<file path="config.mk">
export PLATFORM = sky130hd
export DESIGN_NAME = dram_line_sequencer_flat
export DESIGN_NICKNAME = d
export VERILOG_FILES = /design/src/rtl/dram_line_sequencer_if.sv /design/src/rtl/dram_line_sequencer.sv /design/src/flat_wrapper.sv
export SDC_FILE = /design/constraint.sdc
export NUM_CORES = 1
export LEC_CHECK = 0
export ABC_AREA = 1
export BUFFER_PORTS_ARGS = -buffer_cell sky130_fd_sc_hd__buf_2
export CORE_AREA = 4 4 325 327
export CTS_CLUSTER_SIZE = 24
export DETAILED_ROUTE_END_ITERATION = 6
export DIE_AREA = 0 0 329 331
export PLACE_DENSITY_LB_ADDON = 0.15
export SYNTH_ARGS = -nofsm -noshare
export SYNTH_HDL_FRONTEND = slang
export SYNTH_SLANG_ARGS = --single-unit
export TNS_END_PERCENT = 50
</file>
<file path="constraint.sdc">
create_clock -name clk -period 1.6 [get_ports clk]
set_input_delay 0.24 -clock clk [delete_from_list [all_inputs] [get_ports clk]]
set_output_delay 0.24 -clock clk [all_outputs]
set_load 0.005 [all_outputs]
</file>
<file path="src/rtl/dram_line_sequencer_if.sv">
// Cache-arbiter request/response plus MIG AF/WB/RB signal bundle.
// slave = sequencer side; master = arbiter and MIG side.
interface dram_line_sequencer_if #(
  parameter int ADDR_W = 28
);
  logic              dram_ready;
  logic              req_valid;
  logic              req_ready;
  logic              req_we;
  logic [ADDR_W-1:0] req_addr;
  logic [255:0]      req_wdata;
  logic              rsp_valid;
  logic [255:0]      rsp_data;
  logic              err_timeout;
  logic              af_wren;
  logic [ADDR_W-1:0] af_addr;
  logic              af_read;
  logic              af_full;
  logic              wb_wren;
  logic [127:0]      wb_data;
  logic              wb_full;
  logic              rb_re;
  logic              rb_empty;
  logic [127:0]      rb_data;

  modport slave (
    input  dram_ready,
    input  req_valid,
    input  req_we,
    input  req_addr,
    input  req_wdata,
    input  af_full,
    input  wb_full,
    input  rb_empty,
    input  rb_data,
    output req_ready,
    output rsp_valid,
    output rsp_data,
    output err_timeout,
    output af_wren,
    output af_addr,
    output af_read,
    output wb_wren,
    output wb_data,
    output rb_re
  );

  modport master (
    output dram_ready,
    output req_valid,
    output req_we,
    output req_addr,
    output req_wdata,
    output af_full,
    output wb_full,
    output rb_empty,
    output rb_data,
    input  req_ready,
    input  rsp_valid,
    input  rsp_data,
    input  err_timeout,
    input  af_wren,
    input  af_addr,
    input  af_read,
    input  wb_wren,
    input  wb_data,
    input  rb_re
  );
endinterface

</file>
<file path="src/rtl/dram_line_sequencer.sv">
// Turns 256-bit line requests into MIG address-FIFO / write-buffer /
// read-buffer traffic, one request in flight, with a read watchdog.
module dram_line_sequencer #(
  parameter int ADDR_W  = 28,
  parameter int TIMEOUT = 4096,
  parameter int TO_W    = 13
) (
  input logic                  clk,
  input logic                  rstn,
  dram_line_sequencer_if.slave bus
);

  localparam logic [TO_W-1:0] TO_MAX = TO_W'(TIMEOUT);
  localparam logic [TO_W-1:0] TO_ONE = TO_W'(1);

  typedef enum logic [2:0] {
    IDLE,
    WB0,
    WB1,
    WCMD,
    RCMD,
    RB0,
    RB1,
    RESP
  } state_e;

  state_e            state_q, state_d;
  logic [ADDR_W-1:0] addr_q, addr_d;
  logic [127:0]      wb_q, wb_d;
  logic [127:0]      stage_q, stage_d;
  logic [255:0]      rsp_q, rsp_d;
  logic [TO_W-1:0]   to_q, to_d;
  logic              err_q, err_d;

  logic req_ready;
  logic rsp_valid;
  logic af_wren;
  logic af_read;
  logic wb_wren;
  logic rb_re;

  always_comb begin
    state_d   = state_q;
    addr_d    = addr_q;
    wb_d      = wb_q;
    stage_d   = stage_q;
    rsp_d     = rsp_q;
    to_d      = to_q;
    req_ready = 1'b0;
    rsp_valid = 1'b0;
    af_wren   = 1'b0;
    af_read   = 1'b0;
    wb_wren   = 1'b0;
    rb_re     = 1'b0;
    unique case (state_q)
      IDLE: begin
        req_ready = bus.dram_ready;
        if (bus.req_valid && bus.dram_ready) begin
          addr_d = bus.req_addr;
          if (bus.req_we) begin
            wb_d    = bus.req_wdata[127:0];
            stage_d = bus.req_wdata[255:128];
            state_d = WB0;
          end else begin
            state_d = RCMD;
          end
        end
      end
      WB0: begin
        if (!bus.wb_full) begin
          wb_wren = 1'b1;
          wb_d    = stage_q;
          state_d = WB1;
        end
      end
      WB1: begin
        if (!bus.wb_full) begin
          wb_wren = 1'b1;
          state_d = WCMD;
        end
      end
      WCMD: begin
        if (!bus.af_full) begin
          af_wren = 1'b1;
          state_d = IDLE;
        end
      end
      RCMD: begin
        if (!bus.af_full) begin
          af_wren = 1'b1;
          af_read = 1'b1;
          to_d    = '0;
          state_d = RB0;
        end
      end
      RB0: begin
        if (!bus.rb_empty) begin
          rb_re   = 1'b1;
          stage_d = bus.rb_data;
          to_d    = '0;
          state_d = RB1;
        end else if (to_q != TO_MAX) begin
          to_d = to_q + TO_ONE;
        end
      end
      RB1: begin
        // beat 0 waits in stage_q so rsp_data only changes as a whole line
        if (!bus.rb_empty) begin
          rb_re   = 1'b1;
          rsp_d   = {bus.rb_data, stage_q};
          to_d    = '0;
          state_d = RESP;
        end else if (to_q != TO_MAX) begin
          to_d = to_q + TO_ONE;
        end
      end
      RESP: begin
        rsp_valid = 1'b1;
        state_d   = IDLE;
      end
      default: state_d = IDLE;
    endcase
    err_d = err_q | (to_d == TO_MAX);
  end

  always_ff @(posedge clk or negedge rstn) begin
    if (!rstn) begin
      state_q <= IDLE;
      addr_q  <= '0;
      wb_q    <= '0;
      stage_q <= '0;
      rsp_q   <= '0;
      to_q    <= '0;
      err_q   <= 1'b0;
    end else begin
      state_q <= state_d;
      addr_q  <= addr_d;
      wb_q    <= wb_d;
      stage_q <= stage_d;
      rsp_q   <= rsp_d;
      to_q    <= to_d;
      err_q   <= err_d;
    end
  end

  assign bus.req_ready   = req_ready;
  assign bus.rsp_valid   = rsp_valid;
  assign bus.rsp_data    = rsp_q;
  assign bus.err_timeout = err_q;
  assign bus.af_wren     = af_wren;
  assign bus.af_addr     = addr_q;
  assign bus.af_read     = af_read;
  assign bus.wb_wren     = wb_wren;
  assign bus.wb_data     = wb_q;
  assign bus.rb_re       = rb_re;

endmodule

</file>
<file path="src/flat_wrapper.sv">
// flat-port wrapper written by rule: the top's interface ports become plain ports
module dram_line_sequencer_flat 
#(
  parameter int ADDR_W  = 28,
  parameter int TIMEOUT = 4096,
  parameter int TO_W    = 13
)
  (clk, rstn, bus_dram_ready, bus_req_valid, bus_req_we, bus_req_addr, bus_req_wdata, bus_af_full, bus_wb_full, bus_rb_empty, bus_rb_data, bus_req_ready, bus_rsp_valid, bus_rsp_data, bus_err_timeout, bus_af_wren, bus_af_addr, bus_af_read, bus_wb_wren, bus_wb_data, bus_rb_re);
  dram_line_sequencer_if #(.ADDR_W(ADDR_W)) bus_i ();
  input logic clk;
  input logic rstn;
  input wire logic [$bits(bus_i.dram_ready)-1:0] bus_dram_ready;
  input wire logic [$bits(bus_i.req_valid)-1:0] bus_req_valid;
  input wire logic [$bits(bus_i.req_we)-1:0] bus_req_we;
  input wire logic [$bits(bus_i.req_addr)-1:0] bus_req_addr;
  input wire logic [$bits(bus_i.req_wdata)-1:0] bus_req_wdata;
  input wire logic [$bits(bus_i.af_full)-1:0] bus_af_full;
  input wire logic [$bits(bus_i.wb_full)-1:0] bus_wb_full;
  input wire logic [$bits(bus_i.rb_empty)-1:0] bus_rb_empty;
  input wire logic [$bits(bus_i.rb_data)-1:0] bus_rb_data;
  output wire logic [$bits(bus_i.req_ready)-1:0] bus_req_ready;
  output wire logic [$bits(bus_i.rsp_valid)-1:0] bus_rsp_valid;
  output wire logic [$bits(bus_i.rsp_data)-1:0] bus_rsp_data;
  output wire logic [$bits(bus_i.err_timeout)-1:0] bus_err_timeout;
  output wire logic [$bits(bus_i.af_wren)-1:0] bus_af_wren;
  output wire logic [$bits(bus_i.af_addr)-1:0] bus_af_addr;
  output wire logic [$bits(bus_i.af_read)-1:0] bus_af_read;
  output wire logic [$bits(bus_i.wb_wren)-1:0] bus_wb_wren;
  output wire logic [$bits(bus_i.wb_data)-1:0] bus_wb_data;
  output wire logic [$bits(bus_i.rb_re)-1:0] bus_rb_re;
  assign bus_i.dram_ready = bus_dram_ready;
  assign bus_i.req_valid = bus_req_valid;
  assign bus_i.req_we = bus_req_we;
  assign bus_i.req_addr = bus_req_addr;
  assign bus_i.req_wdata = bus_req_wdata;
  assign bus_i.af_full = bus_af_full;
  assign bus_i.wb_full = bus_wb_full;
  assign bus_i.rb_empty = bus_rb_empty;
  assign bus_i.rb_data = bus_rb_data;
  assign bus_req_ready = bus_i.req_ready;
  assign bus_rsp_valid = bus_i.rsp_valid;
  assign bus_rsp_data = bus_i.rsp_data;
  assign bus_err_timeout = bus_i.err_timeout;
  assign bus_af_wren = bus_i.af_wren;
  assign bus_af_addr = bus_i.af_addr;
  assign bus_af_read = bus_i.af_read;
  assign bus_wb_wren = bus_i.wb_wren;
  assign bus_wb_data = bus_i.wb_data;
  assign bus_rb_re = bus_i.rb_re;
  dram_line_sequencer #(.ADDR_W(ADDR_W), .TIMEOUT(TIMEOUT), .TO_W(TO_W)) u_core (.clk(clk), .rstn(rstn), .bus(bus_i));
endmodule
</file>
# Word-level counts from Yosys, hierarchy flattened
# Index checks and enable logic that the tools add are counted.
# Widths: inputs -> output; s select.
# word_totals
out_inout_bits,419
mem_bits_rw,0
memories,0
latch_bits,0
mem_bits_ro,0
input_bits,420
register_bits,557
word_cells,69
# op_classes
n_lt_le_gt_ge,0
muxes,30
add_sub_neg,1
bitwise_logic,2
reduce_logical,12
div,0
eq_ne,17
shifts,0
n_mul,0
# ops
op,count
$mux 128,6
$pmux 128 s2,2
$mux 13,3
$pmux 13 s2,1
$mux 3,8
$pmux 3 s8,1
$ne 2x2->1 const B,7
$add 13x1->13 const B,1
$eq 13x13->1 const B,1
$ne 13x13->1 const B,1
$eq 3x3->1 const B,4
$mux 1,9
$reduce_and 4->1,2
$reduce_and 7->1,1
$eq 3x2->1 const B,2
$reduce_or 2->1,3
$reduce_and 2->1,2
$reduce_bool 2->1,2
$eq 3x1->1 const B,1
$logic_not 3->1,1
$ne 2x1->1 const B,1
$logic_and 1x1->1,1
$not 1->1,1
$or 1x1->1,1

# Depth between registers and ports, before layout
# Gate-level depths: netlist of run 1.
# depth
ltp_word,6
ltp_mapped,14
depth_no_buf,14

# Worst setup path before layout of run 1
# Ideal clock, no wire load.
# synth_timing
path_kind,reg2reg
startpoint,reg u_core.state_q[1]
endpoint,reg u_core.err_q (netlist: u_core.bus.err_timeout)
stages_incl_launch_ff,13
n_path_buf,2
arrival_time_ns,1.539
required_time_ns,1.484
setup_slack_ns,-0.056
synth_period_minus_slack_ns,1.656
setup_ns,0.116
cell_sequence,dfrtp_1 -> buf_2 -> nand2_1 -> nand2_1 -> nor2_1 -> buf_2 -> nand4_1 -> nand3_1 -> nand2_1 -> nand3_1 -> nor2_1 -> nand2_1 -> nand2_1
# synth_via
elab_chain_len,5
word_cells_on_any_way,7
cone_classes,eq/ne (4); mux (1); bitwise (1); reduce/logical (1)
# synth_lines
item,line,source
start: declaration,dram_line_sequencer.sv:27,"state_e state_q, state_d;"
start signal: assignment,dram_line_sequencer.sv:136,state_q <= state_d;
$eq 3x3->1,dram_line_sequencer.sv:55,unique case (state_q)
$reduce_or 2->1 (no line),n/a,
$pmux 13 s2 (*),dram_line_sequencer.sv:55,
$eq 13x13->1 (*),dram_line_sequencer.sv:123,err_d = err_q | (to_d == TO_MAX);
$or 1x1->1 (*),dram_line_sequencer.sv:123,
named net u_core.err_d,dram_line_sequencer.sv:33,"logic err_q, err_d;"
end signal: assignment,dram_line_sequencer.sv:142,err_q <= err_d;
end: declaration,dram_line_sequencer.sv:33,
# The timed path passes the listed nets; every way through them passes the cells marked *.
# A chain may end at the register's enable or synchronous reset.

# Final worst setup path of run 1
# layout_timing
startpoint,reg u_core.state_q[0]
endpoint,out bus_wb_wren
# layout_via
elab_chain_len,3
word_cells_on_any_way,4
cone_classes,eq/ne (2); mux (1); reduce/logical (1)
# layout_lines
item,line,source
$eq 3x1->1 or $eq 3x2->1 (tied branches),dram_line_sequencer.sv:55,
$reduce_or 2->1 (no line) (*),n/a,
$mux 1 (*),n/a,
end: declaration,flat_wrapper.sv:28,output wire logic [$bits(bus_i.wb_wren)-1:0] bus_wb_wren;
# Every way passes the cells marked *; elsewhere a longest branch is shown, timed or not.

==> out/results.tsv, run 1 <==
metric	value	unit
met1 usage	22.1	%
DR WL/cell	19.5	µm
Slew Limit Fails	0	
Synth top area share	59.2	%
io pins	839	
Critical Path AT	1.77	ns
min cycle time layout	2.01	ns
Via density	4.29	
failing checks	negative setup slack	
maxcap violations	0	
worst hold path type	in -> reg	
Detailed Route WL	104000	µm
GP Congestion	0.799	
yosys warns	0	
Syn Inst Count	2498	
CTS clock-pin slew for the worst setup and hold paths	0.06	ns
Crit Path Category	reg -> out	
synthesized flop and latch total	557	
CTS tree	built	
CP delay by family, top	flip-flops	
Skew-Pair Late Insertion Delay	0.63	ns
DR vias	22737	
Rel. slew slack	67.7	%
Placeable Area	103000	µm²
CP max stage cell	dfrtp_2	
clk root buf	clkbuf_16	
Total GRT Usage	17.7	%
status	complete, but fails checks	
DP HPWL	74600	µm
Final Worst Setup Slack	-0.411	ns
antenna violations before repair	8	
Remaining Overflow, GRT	0	
met3 usage	4.15	%
maximum clock frequency	497	MHz
nets@finish	4292	
Pre-antenna DRT Iters	5	
Synth Cell Area	23600	µm²
Worst Clk Skew	0.0258	ns
Final Setup Violations	554	
GRT met2 Usage	30.0	%
mean post-synth cell area	9.43	µm²
DP Worst Slack	-0.289	ns
Final ANT Viol Nets	0	
synth top area cells	dfrtp_1 (59%), nand2_1 (9.4%), o21ai_0 (8.3%)	
Die ar.	109000	µm²
RSZ-0062 raised after global routing	true	
Die Ht	331	µm
area grow syn2layout	61.6	%
GRT busiest layer	met2	
sum of negative setup slack	-152.11	ns
vias in the first global route	23579	
crit end category	output pin	
first-pass GRT wire length	147000	µm
Cell Chain, Critical Path	nand2_2, buf_6, inv_4, nor2_4, nand2_2, nor2_2, buf_2	
CP Buf/Inv Count	3	
Netlist cell types	23	
most used cell, CP	nand2_2	
# rows	118	
Die Wd	329	µm
# DRC	0	
final hold vios	0	
number of clock sinks	557	
share of cells above drive strength 1	31.4	%
crit path launch type	flop	
Crit path largest cell delay	0.44	ns
sequential area share after synthesis	59.2	%
Max VDD drop	858	µV
Pwr Density	1820	nW/µm²
total power	69.4	mW
Yosys top cell by area	dfrtp_1	
Slew @ Worst Pin	0.484	ns
Fillers	10568	
H-Tree Level Count	3	
largest net degree at the start of global routing	71	
fin crit share	126	%
total CTS buffers	71	
Synthesized Nets	2920	
leak pwr	18.7	nW
Initial Utilization	22.9	%
Max clock buf depth	3	
Req. time, crit path	1.36	ns
worst-path fanout max	4	
Initial DRC Count	1196	
PortBufs	838	
## what timing repair did
| item | CTS | global route |
|---|---|---|
| gates resized for setup | 44 | 45 |
| setup buffers | 9 | 5 |
| cloned | 2 | 18 |
| setup endpoints to repair | 549 | 557 |
| endpoints found under the hold margin | 961 | 0 |
| hold buffers | 405 | 0 |
| pin swaps | 7 | 10 |
## flip-flops by register name, summed over array words and instances, names as in the netlist
register and cells:
u_core.to_q 13, u_core.bus.af_addr 28, u_core.stage_q 128, u_core.bus.wb_data 128
u_core.state_q 3, u_core.bus.rsp_data 256, u_core.bus.err_timeout 1
## worst min-delay path: stages
cell and delay [ns]:
buf_2 0.08, nand2_1 0.04, o211ai_1 0.12, o21a_1 0.13
## synthesized netlist by cell type (all sizes together)
master	instances
o21ai	393
mux2	28
o21a	128
o211ai	257
inv	296
nand2	590
xor2	2
and3	1
nor2	39
nor3	3
buf	71
nand4	1
clkbuf	103
dfrtp	557
ha	2
a21oi	5
nand3	21
o221ai	1
## cells in the final DEF (no fill, tap or decap), types with 2 or more instances in the layout
cell and count:
o211ai_1 257, bufinv_16 3, clkbuf_1 16, o21a_1 128, a21oi_1 4, dfrtp_2 2
nand2_2 5, buf_8 9, buf_4 132, nand2_4 2, inv_2 2, inv_4 3
inv_6 2, nand3_1 20, clkinv_4 3, buf_2 836, xor2_1 2, nor2_1 29
nor2_4 4, mux2_2 28, inv_1 291, buf_16 8, clkbuf_8 12, ha_1 2
clkinv_2 10, o21ai_1 10, clkbuf_16 89, diode_2 4, nor3_4 2, o21ai_0 382
nor2_2 6, buf_12 41, dfrtp_1 555, buf_6 26, dlygate4sd3_1 405, nand2_1 583
## worst paths after layout
| kind | start | endpoint | slack [ns] | depth (start not counted) |
|---|---|---|---|---|
| setup / recovery | u_core.state_q[0]$_DFFE_PN0P_ | bus_wb_wren | -0.41 | 7 |
| hold / removal | bus_req_wdata[126] | u_core.bus.wb_data[126]$_DFFE_PN0P_ | 0.03 | 4 |
| setup reg to reg | u_core.state_q[0]$_DFFE_PN0P_ | u_core.stage_q[32]$_DFFE_PN0P_ | -0.38 | 10 |
| hold reg to reg | u_core.bus.rsp_data[107]$_DFFE_PN0P_ | u_core.bus.rsp_data[107]$_DFFE_PN0P_ | 0.48 | 2 |
| max in group asynchronous | rstn | u_core.bus.wb_data[15]$_DFFE_PN0P_ | 0.78 | 4 |
| min in group asynchronous | rstn | u_core.stage_q[75]$_DFFE_PN0P_ | 0.08 | 2 |
## final cells by class
class | count | area (µm²) | share of cell area [%]
clock buffer | 101 | 2050 | 5.39
timing repair buffer | 1473 | 11100 | 29.2
inverter | 296 | 1120 | 2.94
multi-input combinational | 1471 | 7870 | 20.7
sequential | 557 | 13900 | 36.6
tap | 1380 | 1730 | 4.54
clock inverter | 21 | 250 | 0.657
antenna | 4 | 10.0 | 0.0263
## metal layers
metal  vias to the layer above  wire [µm]
li1                      11062          -
met1                     10781      43500
met2                       722      49400
met3                       162       7140
met4                        10       3390
met5                         -         62
## where the power goes
group          total (mW)  internal [mW]  switching, mW
Sequential           24.0           20.6           3.35
Clock                16.0           9.45           6.59
Combinational        29.4           13.5           15.9
## logic make-up after synthesis
| group | synth area share [%] |
|---|---|
| DFF | 59.2 |
| xor gates and xnor gates | 0.0744 |
| AOI/OAI and AO/OA | 20.8 |
| muxes | 1.34 |
| buffers and inverters | 7.94 |
| adders and majority gates | 0.106 |
| and+or+nand+nor | 10.6 |
## stage by stage
stage | instance area [µm²] | cells | hold slack, ns | util (%)
global placement | 30800 | 4738 | 0.0921 | 29.9
finish | 38100 | 5303 | 0.0320 | 37.0
CTS | 37400 | 5276 | 0.00402 | 36.4
floorplan | 23600 | 2498 | -0.0556 | -
global route | 38100 | 5300 | 0.0302 | 37.0
detailed placement | 30800 | 4738 | 0.0907 | 29.9
Note: power is estimated with default switching activity, not from simulation.
==> run 2, diff against run 1 <==
Settings changed: ABC_AREA 1 to not set, CORE_AREA 4 4 325 327 to 4 4 323 325, DIE_AREA 0 0 329 331 to 0 0 327 329.
==> run 2 against run 1 <==
Via count is 7.4% lower; largest power group unchanged; core utilization grew 4.3 points; critical path depth rose by 3; maximum frequency fell by 3.6%; routed wire length is 0.49% lower; first-iteration DRC count shrank 25%; setup slack lost 0.075 ns; the run still ends with negative setup slack left; synthesized area fell by 0.92%; critical path type is now reg -> reg; global-route usage grew 0.26 points.
==> out/results.tsv, run 2 <==
metric	value	unit
status	complete, but fails checks	
failing checks	negative setup slack	
Placeable Area	101000	µm²
R2R cell count	10	
Die ar.	108000	µm²
Initial Utilization	23.0	%
final non-filler cell area	41900	µm²
clk root buf	clkbuf_16	
share of flip-flops with an asynchronous set or reset	100	%
crit end category	flop	
hold_ws	0.0875	ns
fin crit share	130	%
Int Pwr	50.4	mW
CTS tree	built	
Detailed Route WL	103000	µm
R2R Setup Slk	-0.49	ns
Synthesized Nets	2288	
PortBufs	838	
DR vias	21048	
FF-to-FF End	u_core.bus.wb_data[81]$_DFFE_PN0P_	
maxcap violations	0	
sequential area share after synthesis	59.7	%
Final ANT Viol Nets	0	
Skew-Pair Late Insertion Delay	0.61	ns
most frequent cells in the layout	buf_2 (835), dfrtp_1 (554), dlygate4sd3_1 (410)	
Slew Limit Fails	0	
H-Tree Level Count	3	
final core occ	41.3	%
leak pwr	19.7	nW
Die Wd	327	µm
Post-synth EDFFs	0	
nets@finish	3825	
number of clock sinks	557	
synth top area cells	dfrtp_1 (60%), mux2_2 (14%), mux2i_1 (11%)	
# rows	117	
min cycle time layout	2.09	ns
yosys warns	0	
Flop pwr share	33.2	%
Critical Path Start	u_core.state_q[0]$_DFFE_PN0P_	
commonest non-fill, non-tap cell in the layout	buf_2	
Synth top area share	59.7	%
worst hold path type	in -> async	
worst-path fanout max	8	
Final Worst Setup Slack	-0.486	ns
RSZ-0062 raised after global routing	true	
DR WL/cell	21.3	µm
most common cell in the netlist	dfrtp_1	
Switching Share	35.2	%
Cell Count, Final, Fillers Out	4826	
Comb pwr share	46.5	%
Synth Cell Area	23300	µm²
dominant register cell in the synthesized netlist	dfrtp_1	
io pins	839	
largest net degree at the start of global routing	75	
DP Worst Slack	-0.585	ns
placed insts	4154	
share of cells above drive strength 1	52.9	%
Slew @ Worst Pin	0.493	ns
CTS clock-pin slew for the worst setup and hold paths	0.06	ns
area grow syn2layout	79.3	%
crit path launch type	flop	
mean post-synth cell area	12.5	µm²
total CTS buffers	70	
synth cell count leaders	dfrtp_1 (557), mux2_2 (285), mux2i_1 (257)	
Via density	4.36	
Syn Inst Count	1866	
Remaining Overflow, GRT	0	
Final Setup Violations	557	
final hold vios	0	
Total GRT Usage	18.0	%
GP Congestion	0.857	
antenna violations before repair	3	
Setup crit end	u_core.bus.wb_data[81]$_DFFE_PN0P_	
Worst Clk Skew	0.0167	ns
synthesized flop and latch total	557	
placed inst area	30900	µm²
Yosys top cell by area	dfrtp_1	
Clk pwr share	20.3	%
Critical Path AT	2.59	ns
origin of the critical flop-to-flop path	u_core.state_q[0]$_DFFE_PN0P_	
Max clock buf depth	3	
vias in the first global route	22736	
Req. time, crit path	2.10	ns
Netlist cell types	45	
Die Ht	329	µm
Rel. slew slack	66.5	%
first-pass GRT wire length	146000	µm
Initial DRC Count	902	
Crit Path Category	reg -> reg	
DP HPWL	68100	µm
Pwr Density	1860	nW/µm²
Pre-antenna DRT Iters	4	
Max VDD drop	844	µV
number of flip-flops in the largest register	256	
switching power	27.4	mW
# DRC	0	
maximum clock frequency	479	MHz
## run 2: worst max-delay path, stage by stage (launching register included)
cell and delay (ns):
dfrtp_2 0.45, nand3b_1 0.21, buf_4 0.16, inv_2 0.04, a21oi_2 0.04, or3_4 0.47, buf_12 0.17, buf_16 0.14
buf_12 0.15, nand2_1 0.06, o21ai_1 0.05
## run 2: repair_timing
action | 4_1_cts | 5_1_grt
cloned | 42 | 19
gates resized for setup | 282 | 390
endpoints found under the setup margin | 559 | 561
pin swaps | 15 | 30
setup buffers | 84 | 22
hold endpoints to repair | 649 | 1
hold buffers | 409 | 1
## run 2: per-layer routing
metal	track usage, %	wire length, µm	part of all wire, %
met1	21.2	41500	40
met5	0	0	0
met3	4.38	6220	6.0
met2	31.5	51400	50
met4	7.18	3870	3.8
## run 2: area by class of cell
cell class | count | area, µm²
Sequential cell | 557 | 13900
Fill cell | 9622 | 59600
Clock buffer | 101 | 2010
Multi-Input combinational cell | 1176 | 10700
Tap cell | 1368 | 1710
Inverter | 9 | 33.8
Clock inverter | 22 | 248
Antenna cell | 4 | 10.0
Timing Repair Buffer | 1589 | 13200
## run 2: power by group through the flow
stage	Clock, mW	Sequential [mW]	Combinational, mW
floorplan	0	24.8	12.7
global placement	0	25.3	26.1
detailed placement	0	25.6	26.3
CTS	16.4	25.5	33.9
global route	16.9	26.7	38.7
finish	15.8	25.9	36.1
## run 2: cells by family (layout without fill, tap and decap cells)
family                   Yosys count  count (layout)  synth area share (%)
buffers and inverters            133            1721                  2.68
adder cells (fa/ha/maj)            2               2                 0.107
other                              0               4                     0
AND/OR/NAND/NOR                  330             330                  5.94
multiplexers                     542             542                  24.8
AO/OA/AOI/OAI                    301             301                  6.73
flip-flops                       557             557                  59.7
XOR/XNOR                           1               1                0.0697
## run 2: how the worst min path moves through the flow
stage	start	end	slack (ns)
finish	rstn	u_core.bus.rsp_data[148]$_DFFE_PN0P_	0.09
global placement	rstn	u_core.bus.rsp_data[148]$_DFFE_PN0P_	0.13
detailed placement	rstn	u_core.bus.rsp_data[148]$_DFFE_PN0P_	0.13
floorplan	rstn	u_core.bus.af_addr[0]$_DFFE_PN0P_	-0.06
CTS	bus_req_wdata[166]	u_core.stage_q[38]$_DFFE_PN0P_	0.004
global route	rstn	u_core.bus.rsp_data[148]$_DFFE_PN0P_	0.06
## run 2: through the flow
step | TNS [ns] | total power, mW
after floorplan | -74.25 | 37.6
after CTS | -203.76 | 75.7
after global routing | -239.30 | 82.3
after global placement | -152.17 | 51.4
final | -200.19 | 77.8
after detailed placement | -145.03 | 51.9
